==> src/rtl/counter_slot_arbiter.sv <==
// counter_slot_arbiter
// Round-robin arbiter for one shared 3-bit counter slot among NREQ
// requesters. Grants are one-hot and registered. A grant ends on release
// or when the owner drops its request. Exactly one dead (GAP) cycle follows
// every grant.
//
// Optional feature macro: SLOT_TIMEOUT_EN
//   defined   - a grant is forced to end after MAX_HOLD cycles, and
//               timeout pulses during the following GAP cycle
//   undefined - grants last indefinitely and timeout is tied low
//
// Ports:
//   clk           system clock, rising edge
//   reset         asynchronous, active-low reset
//   req           per-requester request level
//   owner_release current owner ends its grant; only honoured in GRANT.
//                 The name "release" is a reserved SystemVerilog keyword,
//                 so this port uses a different name.
//   gnt           one-hot grant
//   gnt_id        index of the current owner (0 when idle)
//   busy          high while a grant is active
//   hold_cnt      cycles spent in the current grant, saturates at 7
//   grant_cnt     number of grants issued, wraps modulo 8
//   timeout       one-cycle pulse after a forced release

module counter_slot_arbiter #(
  parameter int NREQ     = 6,
  parameter int MAX_HOLD = 5
) (
  input  logic            clk,
  input  logic            reset,
  input  logic [NREQ-1:0] req,
  input  logic            owner_release,
  output logic [NREQ-1:0] gnt,
  output logic [2:0]      gnt_id,
  output logic            busy,
  output logic [2:0]      hold_cnt,
  output logic [2:0]      grant_cnt,
  output logic            timeout
);

`ifdef SLOT_TIMEOUT_EN
  localparam bit TIMEOUT_EN = 1'b1;
`else
  localparam bit TIMEOUT_EN = 1'b0;
`endif

  localparam logic [2:0]      HOLD_LAST = 3'(MAX_HOLD - 1);
  localparam logic [2:0]      LAST_ID   = 3'(NREQ - 1);
  localparam logic [NREQ-1:0] ONE_HOT0  = {{(NREQ-1){1'b0}}, 1'b1};

  typedef enum logic [1:0] {IDLE, GRANT, GAP} state_t;

  state_t          state, state_next;
  logic [2:0]      ptr, ptr_next;
  logic [NREQ-1:0] gnt_next;
  logic [2:0]      gnt_id_next;
  logic            busy_next;
  logic [2:0]      hold_next;
  logic [2:0]      grant_cnt_next;
  logic            timeout_next;

  logic            pick_valid;
  logic [2:0]      pick_id;
  logic            normal_end;
  logic            forced_end;

  // Rotating priority scan starting at ptr. Scanning from the far end
  // backwards lets the index closest to ptr overwrite the others.
  always_comb begin
    int         sum;
    logic [2:0] idx;
    pick_valid = 1'b0;
    pick_id    = 3'd0;
    sum        = 0;
    idx        = 3'd0;
    for (int k = NREQ - 1; k >= 0; k--) begin
      sum = int'(ptr) + k;
      if (sum >= NREQ) sum = sum - NREQ;
      idx = 3'(sum);
      if (req[idx]) begin
        pick_valid = 1'b1;
        pick_id    = idx;
      end
    end
  end

  // A normal release wins over the timeout, so the pulse is only raised
  // when nothing else would have ended the grant on this edge.
  assign normal_end = owner_release | ~req[gnt_id];
  assign forced_end = TIMEOUT_EN & (hold_cnt == HOLD_LAST) & ~normal_end;

  always_comb begin
    state_next     = state;
    ptr_next       = ptr;
    gnt_next       = gnt;
    gnt_id_next    = gnt_id;
    busy_next      = busy;
    hold_next      = hold_cnt;
    grant_cnt_next = grant_cnt;
    timeout_next   = 1'b0;

    case (state)
      IDLE, GAP: begin
        gnt_next    = '0;
        gnt_id_next = 3'd0;
        busy_next   = 1'b0;
        hold_next   = 3'd0;
        if (pick_valid) begin
          state_next     = GRANT;
          gnt_next       = ONE_HOT0 << pick_id;
          gnt_id_next    = pick_id;
          busy_next      = 1'b1;
          grant_cnt_next = grant_cnt + 3'd1;
        end else begin
          state_next = IDLE;
        end
      end
      GRANT: begin
        if (normal_end || forced_end) begin
          state_next   = GAP;
          gnt_next     = '0;
          gnt_id_next  = 3'd0;
          busy_next    = 1'b0;
          hold_next    = 3'd0;
          ptr_next     = (gnt_id == LAST_ID) ? 3'd0 : gnt_id + 3'd1;
          timeout_next = forced_end;
        end else begin
          hold_next = (hold_cnt == 3'd7) ? 3'd7 : hold_cnt + 3'd1;
        end
      end
      default: begin
        state_next  = IDLE;
        gnt_next    = '0;
        gnt_id_next = 3'd0;
        busy_next   = 1'b0;
        hold_next   = 3'd0;
      end
    endcase
  end

  always_ff @(posedge clk or negedge reset) begin
    if (!reset) begin
      state     <= IDLE;
      ptr       <= 3'd0;
      gnt       <= '0;
      gnt_id    <= 3'd0;
      busy      <= 1'b0;
      hold_cnt  <= 3'd0;
      grant_cnt <= 3'd0;
      timeout   <= 1'b0;
    end else begin
      state     <= state_next;
      ptr       <= ptr_next;
      gnt       <= gnt_next;
      gnt_id    <= gnt_id_next;
      busy      <= busy_next;
      hold_cnt  <= hold_next;
      grant_cnt <= grant_cnt_next;
      timeout   <= timeout_next;
    end
  end

endmodule

==> config.mk <==
export PLATFORM = sky130hd
export DESIGN_NAME = counter_slot_arbiter
export DESIGN_NICKNAME = d
export VERILOG_FILES = /design/src/rtl/counter_slot_arbiter.sv
export SDC_FILE = /design/constraint.sdc
export NUM_CORES = 1
export LEC_CHECK = 0
export CAP_MARGIN = 40
export CORE_MARGIN = 2
export CORE_UTILIZATION = 55
export CTS_BUF_LIST = sky130_fd_sc_hd__clkbuf_8
export CTS_CLUSTER_DIAMETER = 80
export DETAILED_ROUTE_END_ITERATION = 7
export PLACE_DENSITY = 0.92
export SLEW_MARGIN = 30
export SYNTH_ARGS = -nofsm -noshare
export SYNTH_HDL_FRONTEND = slang
export SYNTH_SLANG_ARGS = --single-unit
==> constraint.sdc <==
create_clock -name clk -period 4.3 [get_ports clk]
set_clock_uncertainty 0.2 [all_clocks]
set_input_delay 0.43 -clock clk [delete_from_list [all_inputs] [get_ports clk]]
set_output_delay 0.43 -clock clk [all_outputs]
set_load 0.005 [all_outputs]
==> flow_summary.yaml, run 1 <==
worst_setup_path:
  r2r_end: "gnt[1]"
  cp-end-kind: "register"
  startpoint_type: "register"
  arrival_ns: 3.38
  crit_fanout: 13
  crit_family: "compound AO/OA/AOI/OAI gates"
  critPathKind: "reg2reg"
  cp.required_ns: 4.25
  cp_num_buf_inv: 2
  critPathMaxStageDelay_ns: 0.60
  cp_slowest_cell: "ha_1"
  r2r_start: "ptr[1]"
  cp_common_cell: "inv_1"
  crit_chain: "inv_1 > ha_1 > inv_1 > a21oi_1 > or2_4 > mux2i_2 > a41o_2 > nand3b_4 > nor2_2 > a22o_1"
  rr_worst_depth: 10
  ff2ff_setup_slack_ns: 0.87
synth:
  synth_fp_nets: 214
  synth_area_leaders: "dfrtp_1, ha_1, mux2i_1"
  post-synth-top-count-cell: "dfrtp_1"
  ys_types: 57
  yosys.area.top_type: "dfrtp_1"
  syn_inst: 194
  synth_common_cells: "dfrtp_1, a21oi_1, nor2_1"
  ys_seq_elements: 20
  synthDominantCellAreaShare: 0.275
  synth_warnings: 0
  synth_ff_type: "dfrtp_1"
  avgSynthCellArea_um2: 9.38
  synth_edf_count: 0
  yosysSeqAreaShare: 0.275
  synthArstFlopShare: 1.00
  synth_area_um2: 1820
min_path:
  hold_class: "in2async"
layout:
  area_growth_pct: 16.6
  fin_nets: 237
  n_fill_cell: 241
  fin_area_um2: 2120
  drive_gt1_frac: 0.126
  diodes: 0
  regArea_um2: 500
  multi_input_area_um2: 1220
  final_util: 0.683
placement:
  numPortBuffers: 24
  place_hpwl_mm: 3.23
  post_dp_cell_area_um2: 2080
  gp_congestion: 0.976
grt:
  grt_pass1_vias: 1550
  grt_util_met1: 0.350
  use_met2: 0.429
  grtUsageMet3: 0.0357
  antenna_found_initial: 0
  grt_max_degree: 21
  top_usage_layer: "met2"
  grt_pass1_wl_mm: 7.33
  grt_overflow: 0
  grt_use_total: 0.262
floorplan:
  start_util: 0.586
  rows: 20
  die_x_um: 61.5
  die_h_um: 61.5
  coreArea_um2: 3100
  die_area_um2: 3780
  num_io_pins: 26
outcome:
  status: "finished clean"
cts:
  clockBufferDepth: 2
  cts_tree: "yes"
  ctsHoldBuffers: 0
  root_buffer: "clkbuf_8"
  clk_latency_ns: 0.26
  cts-resized-gates: 0
  cts_sinks: 20
  cts_setup_buffers: 0
  cts_max_level: 1
  clk_pin_slew_ns: 0.07
  cts_made_buffers: 3
route:
  first_pass_iters: 4
  wl_per_cell_um: 16.8
  drtAntennaViolNets: 0
  via_per_inst: 6.04
  wl_mm: 4.34
  vias: 1564
  drt_iter0_drc: 99
  drc: 0
sta:
  whs_ns: 0.289
  post-route-period-util: 0.798
  fmax_mhz: 291
  relSlewSlack: 0.598
  finalSetupViolCount: 0
  tns_ns: 0
  slew_viol_final: 0
  rsz0062_at_grt: "no"
  hold_viol: 0
  period_minus_slack_ns: 3.43
  tightest_slew_ns: 0.586
flow_run:
  max-cap-violations: 0
[worst max path at each step]
| stage | from | end | slack, ns | depth (start not counted) |
|---|---|---|---|---|
| after CTS | ptr[1] | gnt[1] | 0.90 | 10 |
| after global placement | ptr[1] | gnt[3] | 1.07 | 10 |
| after global routing | ptr[2] | gnt[1] | 0.60 | 10 |
| after floorplan | ptr[0] | gnt[1] | 1.22 | 13 |
| after detailed placement | ptr[1] | gnt[1] | 0.96 | 10 |
| final | ptr[1] | gnt[1] | 0.87 | 10 |
[layout make-up]
type | count | area share
inverter | 9 | 0.0159
clock buffer | 3 | 0.0195
sequential | 20 | 0.236
timing repair buffer | 27 | 0.127
tap | 44 | 0.0260
multi-input combinational | 156 | 0.575
[flip-flops by register name (all words and copies together) (netlist names)]
| signal | count |
|---|---|
| hold_cnt | 3 |
| ptr | 3 |
| gnt_id | 3 |
| gnt | 6 |
| grant_cnt | 3 |
| state | 2 |
[per-layer routing]
layer / part of all wire / vias up
li1: - / 758
met1: 0.47 / 731
met2: 0.45 / 60
met3: 0.049 / 15
met5: 0 / -
met4: 0.032 / 0
[cell usage in the layout, fill, tap and decap left out, types with 2 or more instances in the layout]
cell type / instances
mux2i_1: 11
a22o_1: 7
o21a_1: 4
ha_1: 11
mux2_2: 6
xor2_1: 3
o21ai_0: 7
xnor2_1: 3
dfrtp_1: 20
buf_4: 2
o2111ai_1: 3
or3_1: 2
mux4_2: 2
a311o_1: 2
nor2_2: 2
o21ai_1: 2
clkbuf_8: 3
a21oi_1: 16
nor2_1: 14
nand2b_1: 2
nor2b_1: 3
nor4_1: 2
nor3_1: 5
clkdlybuf4s50_1: 24
a21boi_0: 2
inv_1: 9
a21o_1: 2
nor3b_1: 3
nand2_1: 11
nand3_1: 4
a31oi_1: 2
[through the flow]
step | instances | setup WS [ns]
after floorplan | 194 | 1.22
after global placement | 255 | 1.07
after detailed placement | 256 | 0.963
after CTS | 259 | 0.896
after global routing | 259 | 0.599
final | 259 | 0.867
[worst reg2reg max path, delay by kind of cell (launching register included)]
family                   cells  cell delay (ns)
AO/OA/AOI/OAI                3             0.88
adder cells (fa/ha/maj)      1             0.60
buffers and inverters        2             0.41
flip-flops                   1             0.47
multiplexers                 1             0.35
AND/OR/NAND/NOR              3             0.43
[logic make-up after synthesis]
kind of cell,count (synthesis),synth area share
buffers and inverters,18,0.0543
xor gates and xnor gates,7,0.0440
and+or+nand+nor,56,0.167
muxes,21,0.142
DFF,20,0.275
AOI/OAI and AO/OA,60,0.239
other,1,0.00206
adders and majority gates,11,0.0757
Power of run 1 is not shown: default switching activity piles up to over one toggle a cycle in this logic, so the estimate is an artifact.
==> run 2, diff against run 1 <==
CORE_UTILIZATION = 51   (was 55)
PLACE_DENSITY = 0.9   (was 0.92)
clock period = 3.1 ns   (was 4.3 ns; I/O delays follow)
==> run 2 against run 1 <==
Against the previous run:
- final cell count is 5.0% higher
- via count is 4.5% higher
- core utilization down 1.3 points
- global-route usage decreased by 2.7 points
- worst hold slack worse by 0.12 ns
- non-clock buffer count is 10 higher
- register-to-register slack worse by 0.75 ns
==> flow_summary.yaml, run 2 (synthesis results as in run 1) <==
outcome:
  status: "finished clean"
cts:
  cts_max_level: 1
  clk_pin_slew_ns: 0.08
  root_buffer: "clkbuf_8"
  cts_tree: "yes"
  clockBufferDepth: 2
  cts_sinks: 20
  cts_made_buffers: 3
  clk_latency_ns: 0.26
  ctsHoldBuffers: 0
worst_setup_path:
  startpoint_type: "register"
  crit_fanout: 6
  critPathMaxStageDelay_ns: 0.49
  cp-end-kind: "register"
  critPathKind: "reg2reg"
  arrival_ns: 2.94
  cp.required_ns: 3.06
  crit_chain: "inv_1 > buf_4 > ha_1 > a21o_1 > or4_4 > o211ai_2 > nor2_1 > a311o_1 > a22oi_2 > nor2_2 > a22o_1"
  cp_slowest_cell: "or4_4"
  rr_worst_depth: 11
layout:
  fin_nets: 247
  final_common_cell: "clkdlybuf4s50_1"
  final_cell_mix: "clkdlybuf4s50_1, dfrtp_1, nor2_1, a21oi_1, buf_4"
  largest_reg_flops: 6
  regArea_um2: 500
  area_growth_pct: 25.0
  diodes: 0
  n_fill_cell: 246
  final_util: 0.671
  drive_gt1_frac: 0.208
  largest_register: "gnt"
  multi_input_area_um2: 1270
sta:
  fmax_mhz: 335
  whs_ns: 0.170
  finalSetupViolCount: 0
  hold_viol: 0
  post-route-period-util: 0.962
  slew_viol_final: 0
  setup_slack_ns: 0.117
  period_minus_slack_ns: 2.98
grt:
  antenna_found_initial: 0
  grt_max_degree: 14
  grt_use_total: 0.235
  grt_overflow: 0
  grt_pass1_vias: 1624
  grt_pass1_wl_mm: 7.47
placement:
  gp_congestion: 0.955
  dp_slack_ns: 0.0741
  place_hpwl_mm: 3.40
  numPortBuffers: 24
floorplan:
  rows: 21
  coreArea_um2: 3390
  die_x_um: 63.7
  die_area_um2: 4060
  start_util: 0.537
  die_h_um: 63.7
  num_io_pins: 26
route:
  drc: 0
  drt_iter0_drc: 87
  drtAntennaViolNets: 0
  via_per_inst: 6.01
  first_pass_iters: 4
  wl_mm: 4.70
  vias: 1634
  wl_per_cell_um: 17.3
flow_run:
  max-cap-violations: 0
min_path:
  hold_class: "in2async"
-- run 2: path summary, 6_finish.rpt --
check	startpoint	to	slack, ns
worst max-delay path	ptr[1]	gnt[1]	0.12
worst min-delay path	reset	hold_cnt[1]	0.17
worst max register to register	ptr[1]	gnt[1]	0.12
worst min register to register	grant_cnt[2]	grant_cnt[2]	0.28
max in group asynchronous	reset	hold_cnt[0]	2.07
min in group clk	grant_cnt[2]	grant_cnt[2]	0.28
-- run 2: area by class of cell --
type,count,area share
multi-input cells,156,0.558
flip-flops and latches,20,0.220
repair buffers,37,0.150
well taps,46,0.0253
clock buffers,3,0.0182
inverters,9,0.0149
clock inverters,1,0.0132
-- run 2: repair_timing --
action                                  4_1_cts  5_1_grt
resized for setup                             0       10
endpoints found under the setup margin        0       10
setup buffers                                 0        2
-- run 2: metrics by stage --
| step | area [µm²] | cells | TNS, ns |
|---|---|---|---|
| final | 2270 | 272 | 0 |
| after global routing | 2270 | 272 | -0.0318 |
| after CTS | 2210 | 270 | 0 |
| after detailed placement | 2140 | 266 | 0 |
| after global placement | 2130 | 265 | 0 |
| after floorplan | 1820 | 194 | 0 |
-- run 2: critical path, delay by kind of cell, from the launching register on --
family,cells,cell delay (ns)
compound gates,5,1.12
simple gates,3,0.69
flops,1,0.40
buf+inv,2,0.25
fa+ha+maj,1,0.22
-- run 2: routing by layer --
layer | part of all wire | global-route usage | routed length, µm | vias up
met5 | 0 | 0 | 0 | -
met4 | 0.019 | 0.106 | 90 | 0
met3 | 0.068 | 0.0286 | 319 | 11
met2 | 0.48 | 0.387 | 2260 | 70
met1 | 0.43 | 0.307 | 2030 | 773
li1 | - | - | - | 780
Power of run 2 is left out for the same reason.
==> run 3, diff against run 2 <==
SETUP_SLACK_MARGIN = 0.5   (was unset)
==> run 3 against run 2 <==
Against the previous run:
- flip-flop and latch count unchanged
- worst hold slack better by 0.0037 ns
- register-to-register slack improved by 0.08 ns
- cell area grew 15%
- count of clock-buffer cells in the layout is the same
- critical path depth is 1 lower
- first-iteration DRC count rose by 31%
- die area unchanged
- core utilization up 9.8 points
- largest cell class unchanged
==> flow_summary.yaml, run 3 (synthesis results as in run 1) <==
route:
  drt_iter0_drc: 114
  vias: 1904
  drtAntennaViolNets: 0
  first_pass_iters: 4
  via_per_inst: 6.59
  wl_per_cell_um: 20.9
  wl_mm: 6.04
  drc: 0
placement:
  numPortBuffers: 24
  place_hpwl_mm: 3.50
  placedCellCount: 265
  gp_congestion: 0.951
floorplan:
  die_x_um: 63.7
  rows: 21
  die_area_um2: 4060
  die_h_um: 63.7
  coreArea_um2: 3390
  num_io_pins: 26
  start_util: 0.537
layout:
  n_fill_cell: 188
  diodes: 0
  final_common_cell: "buf_4"
  largest_register: "gnt"
  regArea_um2: 504
  area_growth_pct: 43.3
  multi_input_area_um2: 1450
  layout.cells.non_filler: 289
  drive_gt1_frac: 0.370
  final_cell_mix: "buf_4, clkdlybuf4s50_1, dfrtp_1"
  fin_nets: 264
  largest_reg_flops: 6
worst_setup_path:
  r2r_end: "gnt[3]"
  cp.required_ns: 3.06
  startpoint_type: "register"
  cp_num_buf_inv: 1
  cp_slowest_cell: "or4_4"
  crit_family: "compound AO/OA/AOI/OAI gates"
  r2r_start: "ptr[1]"
  cp-end-kind: "register"
  crit_chain: "buf_6 > ha_4 > a21o_1 > or4_4 > o211ai_4 > or3b_1 > a21oi_2 > a311o_1 > a31o_1 > a22o_1"
  crit_fanout: 5
  rr_worst_depth: 10
  arrival_ns: 2.86
  critPathKind: "reg2reg"
  critPathMaxStageDelay_ns: 0.50
  ff2ff_setup_slack_ns: 0.20
cts:
  cts_max_level: 1
  cts_made_buffers: 3
  clk_latency_ns: 0.27
  ctsHoldBuffers: 0
  cts_sinks: 20
  clockBufferDepth: 2
  root_buffer: "clkbuf_8"
  clk_pin_slew_ns: 0.08
  cts_tree: "yes"
grt:
  grt_use_total: 0.272
  grt_pass1_wl_mm: 8.49
  grt_pass1_vias: 1757
  antenna_found_initial: 0
  grt_overflow: 0
  grt_max_degree: 14
sta:
  tns_ns: 0
  tightest_slew_ns: 0.517
  slew_viol_final: 0
  whs_ns: 0.173
  finalSetupViolCount: 0
  period_minus_slack_ns: 2.90
  post-route-period-util: 0.936
  fmax_mhz: 345
  rsz0062_at_grt: "yes"
  hold_viol: 0
  relSlewSlack: 0.654
min_path:
  hold_class: "in2async"
flow_run:
  max-cap-violations: 0
outcome:
  status: "finished clean"
## run 3: repair_timing
action,in CTS,in global routing
buffers inserted,9,11
resized for setup,13,27
endpoints found under the setup margin,12,13
pin swaps,8,19
## run 3: metal layers
| metal | wire length [µm] | up-vias | GRT usage |
|---|---|---|---|
| met3 | 553 | 29 | 0.0304 |
| met4 | 296 | 0 | 0.144 |
| met2 | 2950 | 135 | 0.464 |
| met1 | 2240 | 924 | 0.335 |
| li1 | - | 816 | - |
| met5 | 0 | - | 0 |
## run 3: worst reg2reg max path, stage by stage, from the launching register on
cell and delay [ns]:
dfrtp_2 0.47, buf_6 0.14, ha_4 0.17, a21o_1 0.17, or4_4 0.50, o211ai_4 0.12
or3b_1 0.17, a21oi_2 0.05, a311o_1 0.36, a31o_1 0.26, a22o_1 0.20
## run 3: per-stage QoR
stage	util	cell area, µm²	setup slack (ns)
after floorplan	-	1900	0.244
after global placement	0.642	2180	0.206
after detailed placement	0.645	2190	0.151
after CTS	0.705	2390	0.299
after global routing	0.769	2610	0.129
final	0.769	2610	0.199
## run 3: layout make-up
type,instances,area share
inverter,9,0.0149
clock buffer,3,0.0158
clock inverter,1,0.0115
tap,46,0.0221
multi-input combinational,156,0.558
timing repair buffer,54,0.184
sequential,20,0.193
## run 3: worst max path at each step
stage / from / end / slack, ns / cells past startpoint
4_1_cts: ptr[1] / gnt[5] / 0.30 / 8
2_1_floorplan: ptr[0] / gnt[1] / 0.24 / 13
6_report: ptr[1] / gnt[3] / 0.20 / 10
3_3_place_gp: ptr[1] / gnt[1] / 0.21 / 10
5_1_grt: ptr[1] / gnt[3] / 0.13 / 11
3_5_place_dp: ptr[1] / gnt[3] / 0.15 / 10
Power of run 3 is left out for the same reason.
